## src/rtl/pe_array_pkg.sv

```systemverilog
// Shared state encoding and phase-length helpers for the PE array job sequencer.
package pe_array_pkg;

    localparam int unsigned DEFAULT_SYSTOLIC_SIZE = 16;
    localparam int unsigned DEFAULT_DATA_WIDTH    = 16;

    typedef enum logic [2:0] {
        IDLE  = 3'd0,
        CLEAR = 3'd1,
        FEED  = 3'd2,
        FLUSH = 3'd3,
        DRAIN = 3'd4,
        DONE  = 3'd5
    } seq_state_e;

    // Long enough for the last skewed operand to cross the full diagonal and land in the far-corner accumulator.
    function automatic int unsigned flush_cycles(input int unsigned size, input int unsigned pe_lat);
        return 2 * size + pe_lat - 1;
    endfunction

    function automatic int unsigned drain_cycles(input int unsigned size, input int unsigned out_lat);
        return size + out_lat;
    endfunction

endpackage

```

## src/rtl/pe_skew_buf.sv

```systemverilog
// Triangular operand skew: lane i is delayed by i register stages, each stage carrying
// a valid bit so that empty slots present zero to the array edge.
module pe_skew_buf #(
    parameter int unsigned SIZE = 16,
    parameter int unsigned DW   = 16
) (
    input  logic                 clk,
    input  logic                 rst_n,
    input  logic                 vld_i,
    input  logic [SIZE*DW-1:0]   data_i,
    output logic [SIZE*DW-1:0]   data_o
);

    for (genvar i = 0; i < SIZE; i++) begin : g_lane
        if (i == 0) begin : g_direct
            assign data_o[DW-1:0] = vld_i ? data_i[DW-1:0] : '0;
        end else begin : g_delay
            logic [DW-1:0] d_q [i];
            logic [i-1:0]  v_q;

            always_ff @(posedge clk or negedge rst_n) begin
                // NOTE: the stage array is reset on purpose; a stale valid bit after an abort would leak old operands into the next job.
                if (!rst_n) begin
                    d_q <= '{default: '0};
                    v_q <= '0;
                end else begin
                    // NOTE: non-blocking updates let every stage sample its predecessor's pre-edge value, so the chain shifts by exactly one.
                    d_q[0] <= data_i[i*DW +: DW];
                    v_q[0] <= vld_i;
                    for (int s = 1; s < i; s++) begin
                        d_q[s] <= d_q[s-1];
                        v_q[s] <= v_q[s-1];
                    end
                end
            end

            assign data_o[i*DW +: DW] = v_q[i-1] ? d_q[i-1] : '0;
        end
    end

endmodule

```

## src/rtl/pe_array_seq_ctrl.sv

```systemverilog
// Job sequencer for the output-stationary systolic array: clear, skewed feed, flush, drain.
// Define PE_ARRAY_SEQ_PERF_EN to add saturating busy-cycle and completed-job counters.
module pe_array_seq_ctrl
    import pe_array_pkg::*;
#(
    parameter int unsigned DATA_WIDTH    = DEFAULT_DATA_WIDTH,
    parameter int unsigned SYSTOLIC_SIZE = DEFAULT_SYSTOLIC_SIZE,
    parameter int unsigned K_WIDTH       = 16,
    parameter int unsigned PE_LAT        = 1,
    parameter int unsigned OUT_LAT       = 1
) (
    input  logic                                clk,
    input  logic                                rst_n,
    input  logic                                start,
    input  logic [K_WIDTH-1:0]                  k_len,
    output logic                                busy,
    output logic                                done,
    output logic                                rd_en,
    output logic [K_WIDTH-1:0]                  rd_addr,
    input  logic [SYSTOLIC_SIZE*DATA_WIDTH-1:0] wgt_rd_data,
    input  logic [SYSTOLIC_SIZE*DATA_WIDTH-1:0] ifm_rd_data,
    output logic [SYSTOLIC_SIZE*DATA_WIDTH-1:0] wgt_in,
    output logic [SYSTOLIC_SIZE*DATA_WIDTH-1:0] ifm_in,
    output logic                                reset_pe,
    output logic                                write_out_en,
    output logic                                ofm_valid,
    output logic [$clog2(SYSTOLIC_SIZE)-1:0]    ofm_col
`ifdef PE_ARRAY_SEQ_PERF_EN
    ,
    output logic [31:0]                         perf_busy_cycles,
    output logic [15:0]                         perf_jobs
`endif
);

    localparam int unsigned FLUSH_N = flush_cycles(SYSTOLIC_SIZE, PE_LAT);
    localparam int unsigned DRAIN_N = drain_cycles(SYSTOLIC_SIZE, OUT_LAT);
    localparam int unsigned PH_W    = $clog2(FLUSH_N > DRAIN_N ? FLUSH_N : DRAIN_N);
    localparam int unsigned COL_W   = $clog2(SYSTOLIC_SIZE);

    seq_state_e         state_q, state_d;
    logic [K_WIDTH-1:0] k_q, k_d;
    logic [K_WIDTH-1:0] addr_q, addr_d;
    logic [PH_W-1:0]    ph_q, ph_d;
    logic               vld_q;
    logic [OUT_LAT-1:0] wo_pipe_q;
    logic [COL_W-1:0]   col_q;

    always_comb begin
        // NOTE: every next-state and output is defaulted first, so no branch leaves a value unassigned and no latch is inferred.
        state_d      = state_q;
        k_d          = k_q;
        addr_d       = addr_q;
        ph_d         = ph_q;
        busy         = (state_q != IDLE);
        done         = 1'b0;
        reset_pe     = 1'b0;
        rd_en        = 1'b0;
        write_out_en = 1'b0;

        unique case (state_q)
            IDLE: begin
                if (start) begin
                    k_d     = k_len;
                    state_d = CLEAR;
                end
            end
            CLEAR: begin
                reset_pe = 1'b1;
                state_d  = (k_q == '0) ? FLUSH : FEED;
            end
            FEED: begin
                rd_en = 1'b1;
                // Compare against K-1 rather than K so the full-range depth never needs a wider counter.
                if (addr_q == k_q - K_WIDTH'(1)) begin
                    addr_d  = '0;
                    state_d = FLUSH;
                end else begin
                    addr_d = addr_q + K_WIDTH'(1);
                end
            end
            FLUSH: begin
                if (ph_q == PH_W'(FLUSH_N - 1)) begin
                    ph_d    = '0;
                    state_d = DRAIN;
                end else begin
                    ph_d = ph_q + PH_W'(1);
                end
            end
            DRAIN: begin
                write_out_en = (ph_q < PH_W'(SYSTOLIC_SIZE));
                if (ph_q == PH_W'(DRAIN_N - 1)) begin
                    ph_d    = '0;
                    state_d = DONE;
                end else begin
                    ph_d = ph_q + PH_W'(1);
                end
            end
            DONE: begin
                done    = 1'b1;
                state_d = IDLE;
            end
            default: state_d = IDLE;
        endcase
    end

    always_ff @(posedge clk or negedge rst_n) begin
        if (!rst_n) begin
            state_q   <= IDLE;
            k_q       <= '0;
            addr_q    <= '0;
            ph_q      <= '0;
            vld_q     <= 1'b0;
            wo_pipe_q <= '0;
            col_q     <= '0;
        end else begin
            state_q   <= state_d;
            k_q       <= k_d;
            addr_q    <= addr_d;
            ph_q      <= ph_d;
            vld_q     <= rd_en;
            wo_pipe_q <= OUT_LAT'({wo_pipe_q, write_out_en});
            if (ofm_valid) begin
                col_q <= (col_q == COL_W'(SYSTOLIC_SIZE - 1)) ? '0 : col_q + COL_W'(1);
            end
        end
    end

    assign rd_addr   = addr_q;
    assign ofm_valid = wo_pipe_q[OUT_LAT-1];
    assign ofm_col   = col_q;

    // Buffer data returns one cycle after rd_en, so the registered strobe qualifies it.
    pe_skew_buf #(
        .SIZE (SYSTOLIC_SIZE),
        .DW   (DATA_WIDTH)
    ) u_ifm_skew (
        .clk    (clk),
        .rst_n  (rst_n),
        .vld_i  (vld_q),
        .data_i (ifm_rd_data),
        .data_o (ifm_in)
    );

    pe_skew_buf #(
        .SIZE (SYSTOLIC_SIZE),
        .DW   (DATA_WIDTH)
    ) u_wgt_skew (
        .clk    (clk),
        .rst_n  (rst_n),
        .vld_i  (vld_q),
        .data_i (wgt_rd_data),
        .data_o (wgt_in)
    );

`ifdef PE_ARRAY_SEQ_PERF_EN
    logic [31:0] perf_busy_q;
    logic [15:0] perf_jobs_q;

    always_ff @(posedge clk or negedge rst_n) begin
        if (!rst_n) begin
            perf_busy_q <= '0;
            perf_jobs_q <= '0;
        end else begin
            if (busy && (perf_busy_q != '1)) perf_busy_q <= perf_busy_q + 32'd1;
            if (done && (perf_jobs_q != '1)) perf_jobs_q <= perf_jobs_q + 16'd1;
        end
    end

    assign perf_busy_cycles = perf_busy_q;
    assign perf_jobs        = perf_jobs_q;
`endif

endmodule

```

## config.mk

```make
export PLATFORM = sky130hd
export DESIGN_NAME = pe_array_seq_ctrl
export DESIGN_NICKNAME = d
export VERILOG_FILES = /design/src/rtl/pe_array_pkg.sv /design/src/rtl/pe_skew_buf.sv /design/src/rtl/pe_array_seq_ctrl.sv
export SDC_FILE = /design/constraint.sdc
export NUM_CORES = 2
export LEC_CHECK = 0
export CORE_MARGIN = 3
export CORE_UTILIZATION = 55
export CTS_CLUSTER_DIAMETER = 50
export DETAILED_ROUTE_END_ITERATION = 12
export DONT_BUFFER_PORTS = 1
export GPL_TIMING_DRIVEN = 0
export PLACE_DENSITY = 0.85
export SLEW_MARGIN = 5
export SYNTH_ARGS = -nofsm -noshare
export SYNTH_HDL_FRONTEND = slang
export SYNTH_SLANG_ARGS = --single-unit
```

## constraint.sdc

```tcl
create_clock -name clk -period 2.68 [get_ports clk]
set_input_delay 0.268 -clock clk [delete_from_list [all_inputs] [get_ports clk]]
set_output_delay 0.268 -clock clk [all_outputs]
set_load 0.02 [all_outputs]
```

==> results by group <==
Outcome
  – Status: finished, violations left
  – Failing checks: hold timing, setup timing

Routing
  – Drt pass-1 iters: 5
  – DRC errors left: 0
  – WL final: about 270000 um
  – Wire per inst: ~30 um
  – Via count: between 40000 and 50000
  – Detailed Route Iter0 Violations: approximately 3200
  – Vias/cell: around 5.0
  – Antenna viol nets, final: 0

Pwr
  – Max VDD drop: just under 0.8 mV
  – Comb pwr share: approximately 5.4%
  – NetSw: 0.0302 W
  – Net Sw Frac: a little under a quarter
  – Power density over cell area: slightly below 1000 nW/um2
  – Flop pwr share: 50.7%
  – P_int: between 0.09 and 0.1 W
  – Pleak: just under 60 nW
  – Clk network pwr share: between 40% and 50%

Die
  – Chip height: around 440 um
  – Core area: around 180000 um2
  – Die X: about 440 um
  – Ports: roughly 1100
  – Placement Rows: 157
  – Initial core utilization: between 50% and 60%
  – Die Area: 192000 um2

Placement
  – Post-DP HPWL: ~140000 um
  – RePlAce Congestion: 0.859
  – Worst slack, placed: -2.84 ns
  – Port bufs: 0
  – Dpl cells: slightly above 7000
  – DP Area: 106000 um2

Worst setup path
  – Max incr delay on CP: between 0.4 and 0.5 ns
  – Cell Chain, Critical Path: or3_4, or3_4, a2111oi_4, o2111ai_2, nor4_4, buf_6, buf_6, nor4b_2, a211o_1
  – CP required: 3.50 ns
  – Crit path kind: flip-flop to flip-flop
  – Crit. End Element: flip-flop
  – Critical Path AT: 3.54 ns
  – Critical Path Slowest Stage Cell: or3_4
  – Crit-path max FO: 6
  – Buffers and inverters on the worst path: 2
  – Critical Path Start Type: flip-flop
  – CP top delay family: simple AND/OR/NAND/NOR gates

Final layout
  – Area growth from synthesis to layout: 26.1%
  – Ratio of cells with drive above 1 in the final layout: a little under an eighth
  – Fin area: 129000 um2
  – FILL cells: just under 10000
  – FF+latch area: around 98000 um2
  – Final net count: around 6600
  – Multi-input gate area: about 4800 um2
  – Post-Layout Cell Count: between 8000 and 9000

Clock network
  – Clk slew on worst S/H paths: ~0.080 ns
  – Clock root buffer: clkbuf_16
  – Clock Tree Buf Depth: 4
  – CTS buffer count: roughly 380
  – CTS Hold Bufs: roughly 990
  – CTS tree: yes
  – Worst skew pair latency: roughly 0.95 ns
  – Clock sinks: 3901
  – CTS HTree Levels: 5

Synth
  – Synthesized cell area: just over 100000 um2
  – Area share of the largest cell type after synthesis: approximately 95%
  – Area leader, netlist: dfrtp_1
  – Syn nets: 5237
  – Register area share after synthesis: 95.2%
  – Post-synth EDFFs: 0
  – Synthesis warning total: 0
  – Ys flop type: dfrtp_1
  – Mean Syn Cell Area: ~22 um2
  – Synthesized instance count: 4700
  – Yosys reg bits: 3901
  – Yosys cell types: 46
  – Top post-synthesis cells by area: dfrtp_1 95%, and2_1 3.1%, clkbuf_1 0.21%
  – Ys async rst share: 100%

Timing
  – Final worst path period need: between 2 and 3 ns
  – Relative slew slack: 25.8%
  – Period utilisation layout: 101%
  – Slew @ Worst Pin: roughly 1.1 ns
  – RSZ-0062 raised after global routing: true
  – Fin Hold WS: -0.978 ns
  – Final setup violation count: 1
  – Clock Skew: 0.0812 ns
  – Post-layout worst setup margin: -0.0378 ns
  – Final setup TNS: -0.0378 ns
  – Max-slew violations: 0
  – Final Hold Fails: 914
  – Fmax: ~370 MHz

Global route
  – First-pass GRT wire length: between 300000 and 400000 um
  – GRT overflow: 0
  – Largest net degree at the start of global routing: 293
  – Vias in the first global route: 53084
  – Tot GR Track Use: 28.5%
  – Initial antenna violation count: 19

Hold path
  – Worst hold-check path type: input port to async pin

Flow run
  – Max_cap viols: 0
==> power groups by stage <==
stage / Clock (W) / Combinational (W) / Sequential, W
5_1_grt: 0.0588 / 0.00714 / 0.0641
4_1_cts: 0.0556 / 0.00664 / 0.0639
2_1_floorplan: 0 / 0.00308 / 0.0637
6_report: 0.0553 / 0.00676 / 0.0640
3_3_place_gp: 0 / 0.00375 / 0.0642
3_5_place_dp: 0 / 0.00506 / 0.0647
==> cells in the mapped netlist, types with 2 or more instances <==
cell type / n
dfrtp_1: 3901
and2_1: 514
clkbuf_1: 56
nand2_1: 34
nor2_1: 30
xnor2_1: 19
mux2_2: 15
o21ai_0: 14
a21oi_1: 11
inv_1: 11
or3_1: 11
xor2_1: 10
nand3_1: 7
nor3_1: 7
ha_1: 6
a21o_1: 5
nand4_1: 5
o31ai_1: 4
or2_2: 4
nor3b_1: 3
a221o_1: 2
and3_1: 2
nor2b_1: 2
nor4_1: 2
nor4b_1: 2
o311ai_0: 2
or4_1: 2
==> cells by family after synthesis <==
group | share of synthesized area, %
AOI/OAI and AO/OA | 0.322
xor gates and xnor gates | 0.248
adders and majority gates | 0.0732
buffers and inverters | 0.258
DFF | 95.2
muxes | 0.165
and+or+nand+nor | 3.72
==> final timing paths <==
kind	slack, ns	startpoint	cells after the start	end
min in group clk	0.07	ifm_rd_data[252]	1	u_ifm_skew.g_lane[15].g_delay.d_q[236]$_DFF_PN0_
min	-0.98	rst_n	0	u_ifm_skew.g_lane[9].g_delay.d_q[32]$_DFF_PN0_
max	-0.04	k_q[2]$_DFFE_PN0P_	9	rd_addr[2]$_DFFE_PN0P_
max reg2reg	-0.04	k_q[2]$_DFFE_PN0P_	9	rd_addr[2]$_DFFE_PN0P_
min reg2reg	0.29	u_ifm_skew.g_lane[12].g_delay.d_q[166]$_DFF_PN0_	0	u_ifm_skew.g_lane[12].g_delay.d_q[150]$_DFF_PN0_
max in group asynchronous	0.50	rst_n	5	u_ifm_skew.g_lane[11].g_delay.d_q[91]$_DFF_PN0_
==> metal layers <==
metal  global-route usage, %  share of wire, %
met5                       0            0.0098
met4                    17.7               7.8
met1                    27.3                29
met3                    5.30               4.4
met2                    55.2                58
==> placed cells by master (no fill, tap or decap), types with 7 or more instances in the layout <==
cell type / netlist / final
clkbuf_1: 56 / 108
clkinv_4: 0 / 7
nand3_1: 7 / 7
dfrtp_2: 0 / 12
clkbuf_2: 0 / 10
clkinv_2: 0 / 62
and2_2: 0 / 20
o21ai_0: 14 / 14
a21oi_1: 11 / 11
clkbuf_16: 0 / 386
clkbuf_8: 0 / 70
nor3_1: 7 / 7
inv_6: 0 / 8
inv_1: 11 / 11
buf_16: 0 / 18
buf_4: 1 / 12
dlygate4sd3_1: 0 / 988
nor2_1: 30 / 21
or3_1: 11 / 8
xnor2_1: 19 / 19
diode_2: 0 / 16
mux2_2: 15 / 14
nor2_2: 0 / 7
and2_1: 514 / 493
bufinv_16: 0 / 37
clkinvlp_4: 0 / 13
xor2_1: 10 / 10
nand2_1: 34 / 34
dfrtp_1: 3901 / 3888
==> state kept, by name (all words and copies together), names as in the netlist <==
name / flops
u_ifm_skew.g_lane.g_delay.v_q: 1
ofm_col: 4
vld_q: 1
state_q: 3
u_wgt_skew.g_lane.g_delay.v_q: 14
u_ifm_skew.g_lane.g_delay.d_q: 1920
ph_q: 5
rd_addr: 16
u_wgt_skew.g_lane.g_delay.d_q: 1920
k_q: 16
ofm_valid: 1
==> cell type report <==
class | instances | share of cell area, %
Buffer | 57 | 0.181
Inverter | 11 | 0.0320
Multi-Input combinational cell | 730 | 3.72
Antenna cell | 16 | 0.0310
Sequential cell | 3901 | 75.6
Clock inverter | 139 | 1.41
Timing Repair Buffer | 1029 | 8.32
Clock buffer | 517 | 8.36
Tap cell | 2464 | 2.39
==> through the flow <==
stage / util [%] / power (W)
after floorplan: - / 0.0668
after global placement: 57.3 / 0.0680
after detailed placement: 57.6 / 0.0698
after CTS: 70.0 / 0.126
after global routing: 70.1 / 0.130
final: 70.1 / 0.126
==> what timing repair did <==
action	CTS	global route
resized for setup	53	30
cloned	7	2
endpoints found under the setup margin	1373	441
buffers inserted	9	5
endpoints found under the hold margin	1370	867
pin swaps	3	7
Power figures use the tool's default switching activity.
